--- src/rtl/hwpe_ctrl_job_queue.sv ---
// rtl/hwpe_ctrl_job_queue.sv - HWPE job-offload controller with a circular job-slot ring
// Cores acquire/commit jobs over the config port; committed jobs run on the engine in commit order.
module hwpe_ctrl_job_queue #(
  parameter int unsigned  N_CORES      = 8,
  parameter int unsigned  N_CONTEXT    = 4,
  parameter int unsigned  N_SW_EVT     = 8,
  parameter int unsigned  ID_WIDTH     = 8,
  parameter int unsigned  DATA_WIDTH   = 32,
  parameter bit           AUTO_TRIGGER = 1'b0,
  localparam int unsigned LOG_CTX      = $clog2(N_CONTEXT)
) (
  input  logic                  clk_i,
  input  logic                  rst_ni,
  input  logic                  cfg_req_i,
  output logic                  cfg_gnt_o,
  input  logic [7:0]            cfg_add_i,
  input  logic                  cfg_wen_i,
  input  logic [3:0]            cfg_be_i,
  input  logic [DATA_WIDTH-1:0] cfg_data_i,
  input  logic [ID_WIDTH-1:0]   cfg_id_i,
  output logic                  cfg_r_valid_o,
  output logic [DATA_WIDTH-1:0] cfg_r_data_o,
  output logic [ID_WIDTH-1:0]   cfg_r_id_o,
  output logic                  prog_valid_o,
  output logic [LOG_CTX-1:0]    prog_ctx_o,
  output logic                  start_o,
  output logic                  busy_o,
  output logic [LOG_CTX-1:0]    ctx_o,
  output logic [7:0]            job_id_o,
  input  logic                  done_i,
  output logic [N_CORES-1:0]    evt_o,
  output logic [N_SW_EVT-1:0]   sw_evt_o,
  output logic                  clear_o
);

  localparam int unsigned SW_IDX = (N_SW_EVT > 1) ? $clog2(N_SW_EVT) : 1;
  localparam logic [LOG_CTX:0] PEND_FULL = (LOG_CTX+1)'(N_CONTEXT);
  localparam logic [2:0] OFF_TRIGGER    = 3'd0;
  localparam logic [2:0] OFF_ACQUIRE    = 3'd1;
  localparam logic [2:0] OFF_FINISHED   = 3'd2;
  localparam logic [2:0] OFF_STATUS     = 3'd3;
  localparam logic [2:0] OFF_RUNNING    = 3'd4;
  localparam logic [2:0] OFF_SOFT_CLEAR = 3'd5;
  localparam logic [2:0] OFF_SWEVT      = 3'd6;
  localparam logic [DATA_WIDTH-1:0] RESP_LOCKED = '1;
  localparam logic [DATA_WIDTH-1:0] RESP_FULL   = {{(DATA_WIDTH-1){1'b1}}, 1'b0};

  typedef enum logic [1:0] {IDLE, STARTING, RUN} state_e;

  state_e                state_q, state_d;
  logic                  busy_q, busy_d, start_q, start_d;
  logic [LOG_CTX-1:0]    head_q, head_d, tail_q, tail_d;
  logic [LOG_CTX:0]      pending_q, pending_d;
  logic                  critical_q, critical_d, triggered_q, triggered_d;
  logic [ID_WIDTH-1:0]   owner_q, owner_d;
  logic [7:0]            next_id_q, next_id_d;
  logic [DATA_WIDTH-1:0] finished_q, finished_d;
  logic [ID_WIDTH-1:0]   slot_owner_q [N_CONTEXT];
  logic [ID_WIDTH-1:0]   slot_owner_d [N_CONTEXT];
  logic [7:0]            slot_id_q [N_CONTEXT];
  logic [7:0]            slot_id_d [N_CONTEXT];
  logic [N_CORES-1:0]    done_evt_q, done_evt_d, evt_q, evt_d;
  logic [N_SW_EVT-1:0]   sw_evt_q, sw_evt_d;
  logic [1:0]            clear_cnt_q, clear_cnt_d;
  logic                  r_valid_q, r_valid_d;
  logic [DATA_WIDTH-1:0] r_data_q, r_data_d;
  logic [ID_WIDTH-1:0]   r_id_q, r_id_d;

  logic [2:0]            off;
  logic                  rd, wr, is_owner, data_zero, acq_grant, commit, set_trig;
  logic                  soft_clr, clear_active, done_ok;
  logic [DATA_WIDTH-1:0] status;
  logic                  unused_bits;

  assign unused_bits = ^{cfg_be_i, cfg_add_i[7:5], cfg_add_i[1:0]};

  assign off          = cfg_add_i[4:2];
  assign rd           = cfg_req_i && cfg_wen_i && !clear_o;
  // Writes landing while a soft clear is in progress are dropped entirely.
  assign wr           = cfg_req_i && !cfg_wen_i && !clear_o;
  assign is_owner     = critical_q && (cfg_id_i == owner_q);
  assign data_zero    = (cfg_data_i == '0);
  assign acq_grant    = rd && (off == OFF_ACQUIRE) && !critical_q && (pending_q != PEND_FULL);
  assign commit       = wr && (off == OFF_TRIGGER) && is_owner;
  assign set_trig     = wr && (off == OFF_TRIGGER) &&
                        (commit ? (data_zero || AUTO_TRIGGER) : (!critical_q && data_zero));
  assign soft_clr     = wr && (off == OFF_SOFT_CLEAR);
  assign clear_active = soft_clr || clear_o;
  assign done_ok      = (state_q == RUN) && done_i;

  always_comb begin
    status              = '0;
    status[LOG_CTX:0]   = pending_q;
    status[8]           = busy_q;
    status[9]           = critical_q;
    status[10]          = triggered_q;
    status[23:16]       = job_id_o;
  end

  always_comb begin
    state_d      = state_q;
    busy_d       = busy_q;
    start_d      = 1'b0;
    head_d       = head_q;
    tail_d       = tail_q + LOG_CTX'(done_ok);
    pending_d    = pending_q;
    critical_d   = critical_q;
    triggered_d  = triggered_q;
    owner_d      = owner_q;
    next_id_d    = next_id_q;
    finished_d   = finished_q + DATA_WIDTH'(done_ok);
    slot_owner_d = slot_owner_q;
    slot_id_d    = slot_id_q;
    done_evt_d   = done_ok ? (N_CORES'(1) << slot_owner_q[tail_q]) : '0;
    evt_d        = done_evt_q;
    sw_evt_d     = '0;
    clear_cnt_d  = (clear_cnt_q != 2'd0) ? clear_cnt_q - 2'd1 : 2'd0;
    r_valid_d    = cfg_req_i;
    r_id_d       = cfg_id_i;
    r_data_d     = '0;

    unique case (state_q)
      IDLE: if (pending_q != '0 && triggered_q) begin
        state_d = STARTING;
        busy_d  = 1'b1;
      end
      STARTING: begin
        state_d = RUN;
        start_d = 1'b1;
      end
      RUN: if (done_i) begin
        state_d = IDLE;
        busy_d  = 1'b0;
      end
      default: state_d = IDLE;
    endcase

    if (acq_grant) begin
      critical_d = 1'b1;
      owner_d    = cfg_id_i;
    end
    if (commit) begin
      slot_owner_d[head_q] = owner_q;
      slot_id_d[head_q]    = next_id_q;
      head_d               = head_q + LOG_CTX'(1);
      next_id_d            = next_id_q + 8'd1;
      critical_d           = 1'b0;
    end
    case ({commit, done_ok})
      2'b10:   pending_d = pending_q + 1'b1;
      2'b01:   pending_d = pending_q - 1'b1;
      default: pending_d = pending_q;
    endcase
    if (set_trig) triggered_d = 1'b1;
    else if (done_ok && pending_d == '0) triggered_d = 1'b0;

    if (wr && off == OFF_SWEVT && cfg_data_i < DATA_WIDTH'(N_SW_EVT))
      sw_evt_d[cfg_data_i[SW_IDX-1:0]] = 1'b1;

    if (rd) begin
      unique case (off)
        OFF_ACQUIRE:  r_data_d = !critical_q ? ((pending_q == PEND_FULL) ? RESP_FULL : DATA_WIDTH'(next_id_q))
                                             : (is_owner ? DATA_WIDTH'(next_id_q) : RESP_LOCKED);
        OFF_FINISHED: r_data_d = finished_q;
        OFF_STATUS:   r_data_d = status;
        OFF_RUNNING:  r_data_d = busy_q ? DATA_WIDTH'(job_id_o) : RESP_LOCKED;
        default:      r_data_d = '0;
      endcase
    end

    if (soft_clr) begin
      clear_cnt_d = 2'd2;
      if (data_zero) next_id_d = '0;
    end
    // The accepting edge and both clear cycles hold the queue and engine side at reset.
    if (clear_active) begin
      state_d     = IDLE;
      busy_d      = 1'b0;
      start_d     = 1'b0;
      head_d      = '0;
      tail_d      = '0;
      pending_d   = '0;
      critical_d  = 1'b0;
      triggered_d = 1'b0;
      finished_d  = '0;
      done_evt_d  = '0;
      evt_d       = '0;
      sw_evt_d    = '0;
    end
  end

  always_ff @(posedge clk_i or negedge rst_ni) begin
    if (!rst_ni) begin
      state_q     <= IDLE;
      busy_q      <= 1'b0;
      start_q     <= 1'b0;
      head_q      <= '0;
      tail_q      <= '0;
      pending_q   <= '0;
      critical_q  <= 1'b0;
      triggered_q <= 1'b0;
      owner_q     <= '0;
      next_id_q   <= '0;
      finished_q  <= '0;
      for (int i = 0; i < N_CONTEXT; i++) begin
        slot_owner_q[i] <= '0;
        slot_id_q[i]    <= '0;
      end
      done_evt_q  <= '0;
      evt_q       <= '0;
      sw_evt_q    <= '0;
      clear_cnt_q <= '0;
      r_valid_q   <= 1'b0;
      r_data_q    <= '0;
      r_id_q      <= '0;
    end else begin
      state_q      <= state_d;
      busy_q       <= busy_d;
      start_q      <= start_d;
      head_q       <= head_d;
      tail_q       <= tail_d;
      pending_q    <= pending_d;
      critical_q   <= critical_d;
      triggered_q  <= triggered_d;
      owner_q      <= owner_d;
      next_id_q    <= next_id_d;
      finished_q   <= finished_d;
      slot_owner_q <= slot_owner_d;
      slot_id_q    <= slot_id_d;
      done_evt_q   <= done_evt_d;
      evt_q        <= evt_d;
      sw_evt_q     <= sw_evt_d;
      clear_cnt_q  <= clear_cnt_d;
      r_valid_q    <= r_valid_d;
      r_data_q     <= r_data_d;
      r_id_q       <= r_id_d;
    end
  end

  assign cfg_gnt_o     = 1'b1;
  assign cfg_r_valid_o = r_valid_q;
  assign cfg_r_data_o  = r_data_q;
  assign cfg_r_id_o    = r_id_q;
  assign prog_valid_o  = critical_q;
  assign prog_ctx_o    = head_q;
  assign start_o       = start_q;
  assign busy_o        = busy_q;
  assign ctx_o         = tail_q;
  assign job_id_o      = slot_id_q[tail_q];
  assign evt_o         = evt_q;
  assign sw_evt_o      = sw_evt_q;
  assign clear_o       = (clear_cnt_q != 2'd0);

endmodule

--- config.mk ---
export PLATFORM = sky130hd
export DESIGN_NAME = hwpe_ctrl_job_queue
export DESIGN_NICKNAME = d
export VERILOG_FILES = /design/src/rtl/hwpe_ctrl_job_queue.sv
export SDC_FILE = /design/constraint.sdc
export NUM_CORES = 1
export LEC_CHECK = 0
export ABC_AREA = 1
export BUFFER_PORTS_ARGS = -buffer_cell sky130_fd_sc_hd__buf_2
export CAP_MARGIN = 30
export CELL_PAD_IN_SITES_DETAIL_PLACEMENT = 1
export CELL_PAD_IN_SITES_GLOBAL_PLACEMENT = 2
export CORE_ASPECT_RATIO = 2
export CORE_MARGIN = 3
export CORE_UTILIZATION = 31
export DETAILED_ROUTE_END_ITERATION = 8
export PLACE_DENSITY = 0.89
export SYNTH_ARGS = -nofsm -noshare
export SYNTH_HDL_FRONTEND = slang
export SYNTH_SLANG_ARGS = --single-unit
export TNS_END_PERCENT = 5
--- constraint.sdc ---
create_clock -name clk_i -period 2.73 [get_ports clk_i]
set_clock_uncertainty 0.2 [all_clocks]
set_input_delay 0.4095 -clock clk_i [delete_from_list [all_inputs] [get_ports clk_i]]
set_output_delay 0.4095 -clock clk_i [all_outputs]
set_load 0.005 [all_outputs]
==> Word level (Yosys, flattened, before mapping) <==
Cells that the tools add are included.
{ "word_totals": {"regBits": 192, "word_cells": 144} }
{ "classes": {"n_addsub": 7, "n_lt_le_gt_ge": 6, "n_eq_ne": 15, "n_shift": 1, "mux": 51, "n_bitwise": 2, "reduce_logical": 36} }
{ "ops": {"columns": ["operator", "count"], "rows": [
  ["$mux 32", 6],
  ["$pmux 32 s4", 1],
  ["$mux 8", 13],
  ["$bwmux 32", 2],
  ["$add 32x1->32", 1],
  ["$bmux 8 s2", 2],
  ["$logic_not 32->1", 1],
  ["$lt 32x4->1 const B", 1],
  ["$logic_and 1x1->1", 20],
  ["$demux 8 s2", 1],
  ["$mux 2", 8],
  ["$mux 1", 13],
  ["$eq 3x3->1 const B", 4],
  ["$reduce_bool 3->1", 4],
  ["$ne 3x3->1 const B", 3],
  ["$add 8x1->8 const B", 1],
  ["$eq 8x8->1", 1],
  ["$shl 1x8->8 const A", 1],
  ["$eq 3x2->1 const B", 2],
  ["$ge 3x3->1 const B", 2],
  ["$logic_not 3->1", 2],
  ["$not 2->3", 2],
  ["$pmux 2 s3", 1],
  ["$pmux 3 s2", 1],
  ["20 further kinds", 25]
]} }

==> Depth between registers and ports, before layout <==
{ "logic_depth": {"word_depth": 12, "ltp_mapped": 17, "mapped_depth_nobuf": 17} }

==> Least setup slack after synthesis <==
OpenSTA, ideal clock, no wires.
{ "synth_timing": {"kind": "input-to-reg", "from": "input port cfg_id_i[4]", "to": "register triggered_q", "t_arrival_ns": 2.302, "t_required_ns": 2.452, "path_slack_ns": 0.149, "path_stages": 17, "n_path_buf": 0, "cell_sequence": "inv_1 nand2_1 nand2_2 inv_2 nand2_1 nor2_2 inv_2 nor2_8 nand2_8 ha_1 inv_1 fa_1 or2_2 nand2_1 xor2_1 o21ai_0 a21oi_1"} }
{ "synth_via": {"elab_chain_len": 8, "elab_cells_between_ends": 13, "classes_between": "eq/ne (3); mux (4); reduce/logical (6)"} }
{ "synth_lines": {"columns": ["item", "line", "rtl"], "rows": [
  ["start, declared", "20", "input logic [ID_WIDTH-1:0] cfg_id_i,"],
  ["$eq 8x8->1 (*)", "81", "assign is_owner = critical_q && (cfg_id_i == owner_q);"],
  ["$logic_and 1x1->1 (*)", "81", null],
  ["$logic_and 1x1->1 (*)", "84", "assign commit = wr && (off == OFF_TRIGGER) && is_owner;"],
  ["$eq 2x1->1 / $eq 2x2->1 (equally long branches)", "149", "case ({commit, done_ok})"],
  ["$pmux 3 s2", "149", null],
  ["$logic_not 3->1", "155", "else if (done_ok && pending_d == '0) triggered_d = 1'b0;"],
  ["$logic_and 1x1->1", "155", null],
  ["$reduce_bool 3->1 (no source line)", null, null],
  ["end signal, assigned", "224", "triggered_q <= triggered_d;"],
  ["end, declared", "54", "logic critical_q, critical_d, triggered_q, triggered_d;"]
]} }
Mark *: on every way between the ends. The rest lies on a longest branch, timed or not.
A chain may end at the register's enable or synchronous reset.

==> Worst setup path in the final report <==
{ "layout_timing": {"from": "register tail_q[0], in the netlist ctx_o[0]", "to": "output port job_id_o[5]"} }
{ "layout_via": {"elab_chain_len": 4} }
{ "layout_lines": {"columns": ["item", "line", "rtl"], "rows": [
  ["start, declared", "52", "logic [LOG_CTX-1:0] head_q, head_d, tail_q, tail_d;"],
  ["start signal, assigned", "221", "tail_q <= tail_d;"],
  ["$not 2->3 (not written as such)", "249", "assign job_id_o = slot_id_q[tail_q];"],
  ["$bmux 8 s2", "249", null],
  ["$mux 8 (not written as such) (2 in a row)", "249", null],
  ["end, declared", "29", "output logic [7:0] job_id_o,"]
]} }
No other way between the ends. The select of a mux whose other input is x is not followed.

==> impl_results.md <==
- Synth Area in Compound Gates: 0.104
- CTS tree: yes
- CP max-delay cell: dfrtp_1
- Synth top area cells: dfrtp_1, nand2_1, nor2_1
- Seq/Total Area, Yosys: 0.509
- First-pass GRT wire length: 49.7 mm
- Max stage delay on crit path: 0.40 ns
- Vias/cell: just under 5
- Core Region: roughly 30000 µm²
- Slew Viols, Final: 0
- Final Util: 0.390
- Synth Area in Adders: 0.0140
- CP top delay family: buffers and inverters
- Crit-path cells: buf_4, o21ai_0, o22ai_1, buf_2
- Via count: ~8600
- Final Routed Wirelength: approximately 32 mm
- Final Cycle Share: 0.958
- Yosys top cell area share: 0.509
- Unrepaired setup endpoints after global routing: true
- Sink Count: around 190
- H-tree depth: 4
- Antenna fix cells: 0
- Mean Syn Cell Area: between 7 and 8 µm²
- Pre-Repair DR Iteration Count: 4
- Initial antenna violation count: 0
- Initial Util: 0.318
- CTS Buffer Depth: 2
- Fill count: between 3000 and 4000
- Die width: 129 µm
- Mapped Nets: between 1000 and 1500
- CP arrival: 2.01 ns
- Unique masters post-synth: 42
- Die area: between 30000 and 40000 µm²
- Crit Path Category: flop to output port
- CP startpoint kind: flop
- Status: completed
- Largest family of logic cells by synthesized area: simple AND/OR/NAND/NOR gates
- Final Critical Period: around 2.6 ns
- CTS buffer count: 17
- Multi-input gate area: about 3900 µm²
- CP required: roughly 2.1 ns
- Yosys warns: 0
- Worst Tran Pin Value: a little over 0.7 ns
- Fmax: between 300 and 400 MHz
- Share of cells above drive strength 1: 0.197
- Global route total overflow: 0
- Synth Area in XOR/XNOR: 0.0158
- Io pins: 131
- Post-Synth Simple-Gate Area: 0.270
- Routed Antenna Nets: 0
- Leak pwr: 6.21 nW
- Worst setup EP type: output port
- Root buf cell: clkbuf_16
- PwrDens: around 520 nW/µm²
- # Max-Cap Violations: 0
- Final hold violation count: 0
- Worst slew margin: 0.511
- Mux contribution to synthesized area: 0
- Largest net degree at the start of global routing: 66
- Cell taking the most area after synthesis: dfrtp_1
- Synth Register Bits: approximately 190
- Vias in the first global route: 9332
- Hold WS: around 0.036 ns
- Worst-skew pair later-pin latency: around 0.46 ns
- Die Y-Extent: around 250 µm
- DR DRC count: 0
- Setup violations, final: 0
- Initial drt markers: ~350
- Min-delay worst type: input pin to flop
- Post-DP HPWL: ~24 mm
- Routed WL per cell: approximately 18 µm
- Commonest cells after routing, fill and taps aside: nand2_1, dfrtp_1, nor2_1
- CP bufs+invs: 2
- Total Nets Final: 1432
- Final Wtd Congestion: a little under 0.9
- Syn Inst Count: roughly 1200
- CTS clk-pin slew, worst paths: about 0.070 ns
- Setup tns final: 0 ns
- Peak supply drop: about 460 µV
- # port buffers: 120
- Commonest non-fill, non-tap cell in the layout: nand2_1
- Tot Pwr: 0.00599 W
- Synth-to-layout area growth: 22.7%
- Global Route Usage Sum: 0.198
- Mapped Area: between 9000 and 10000 µm²
- CP max FO: 30
- Row cnt: 89
- FF/Latch Area: 4810 µm²
## registers in the layout, indices dropped and copies added (netlist names), 3 cells and up
| register | cells |
|---|---|
| cfg_r_data_o | 32 |
| finished_q | 32 |
| slot_id_q | 32 |
| slot_owner_q | 32 |
| cfg_r_id_o | 8 |
| done_evt_q | 8 |
| evt_o | 8 |
| next_id_q | 8 |
| owner_q | 8 |
| sw_evt_o | 8 |
| pending_q | 3 |
## per-layer routing
| metal | share of wire | GRT usage | vias up |
|---|---|---|---|
| li1 | - | - | 4108 |
| met1 | 0.34 | 0.193 | 4250 |
| met2 | 0.58 | 0.388 | 131 |
| met3 | 0.023 | 0.0310 | 66 |
| met4 | 0.053 | 0.104 | 0 |
| met5 | 0 | 0 | - |
## path summary, 6_finish.rpt
kind                       slack (ns)              to           from  cells after the start
max in group asynchronous        1.31   slot_id_q[12]         rst_ni                      3
max reg2reg                      0.14  finished_q[23]     state_q[0]                     13
max                              0.11     job_id_o[5]       ctx_o[0]                      4
min reg2reg                      0.27        evt_o[6]  done_evt_q[6]                      2
min in group asynchronous        0.29    next_id_q[4]         rst_ni                      2
min                              0.04      owner_q[4]    cfg_id_i[4]                      3
## power breakdown
part	switching [W]	internal, W	leakage [nW]
clock	0.00116	0.00138	0.277
sequential	0.0000336	0.00289	2.57
combinational	0.000340	0.000189	3.37
total	0.00153	0.00446	6.21
## through the flow
step,setup WS (ns),instance area (µm²),std cells
finish,0.115,11600,1742
CTS,0.0271,11500,1739
detailed placement,-0.0444,10800,1697
global placement,-0.0129,10800,1697
global route,-0.0421,11600,1742
floorplan,0.149,9450,1187
## worst register-to-register path, cell delays in order (launching register included)
cell and delay [ns]:
dfrtp_1 0.39, nor2_2 0.12, nand2_1 0.07, inv_2 0.07, buf_12 0.11, ha_2 0.19, nand3_1 0.14, nor2_1 0.13
buf_4 0.14, nand2_1 0.16, buf_4 0.19, nor3_1 0.31, xor2_1 0.19, nor2_1 0.06
## cell families after synthesis
logic type	count (synthesis)
fa+ha+maj	10
simple gates	587
buf+inv	194
flops	192
xor+xnor	17
other cells	1
compound gates	186
## layout make-up
type	count	share of cell area
well taps	364	0.0393
inverters	151	0.0492
flip-flops and latches	192	0.415
multi-input cells	801	0.333
repair buffers	202	0.114
clock buffers	20	0.0385
clock inverters	12	0.0114
## timing repair
action | in CTS | in global routing
setup endpoints to repair | 0 | 11
hold buffers | 10 | 0
endpoints found under the hold margin | 63 | 0
buffers inserted | 0 | 3
resized for setup | 0 | 18
## cells in the mapped netlist (all sizes together)
library cell    n
conb            1
nor3           21
nand3b          1
a32o            1
a32oi           1
o2bb2ai         1
nor2          157
o21a            2
nand2         335
nor2b           1
ha              9
xnor2           2
clkbuf         19
a21oi          23
fa              1
nand4          24
xor2           15
a31oi          16
nor4            2
or2             2
inv           151
buf            24
nor3b           2
nand3          42
o22ai           8
o211ai          1
dfrtp         192
o31ai           2
o21ai         131
Power figures use the tool's default switching activity.
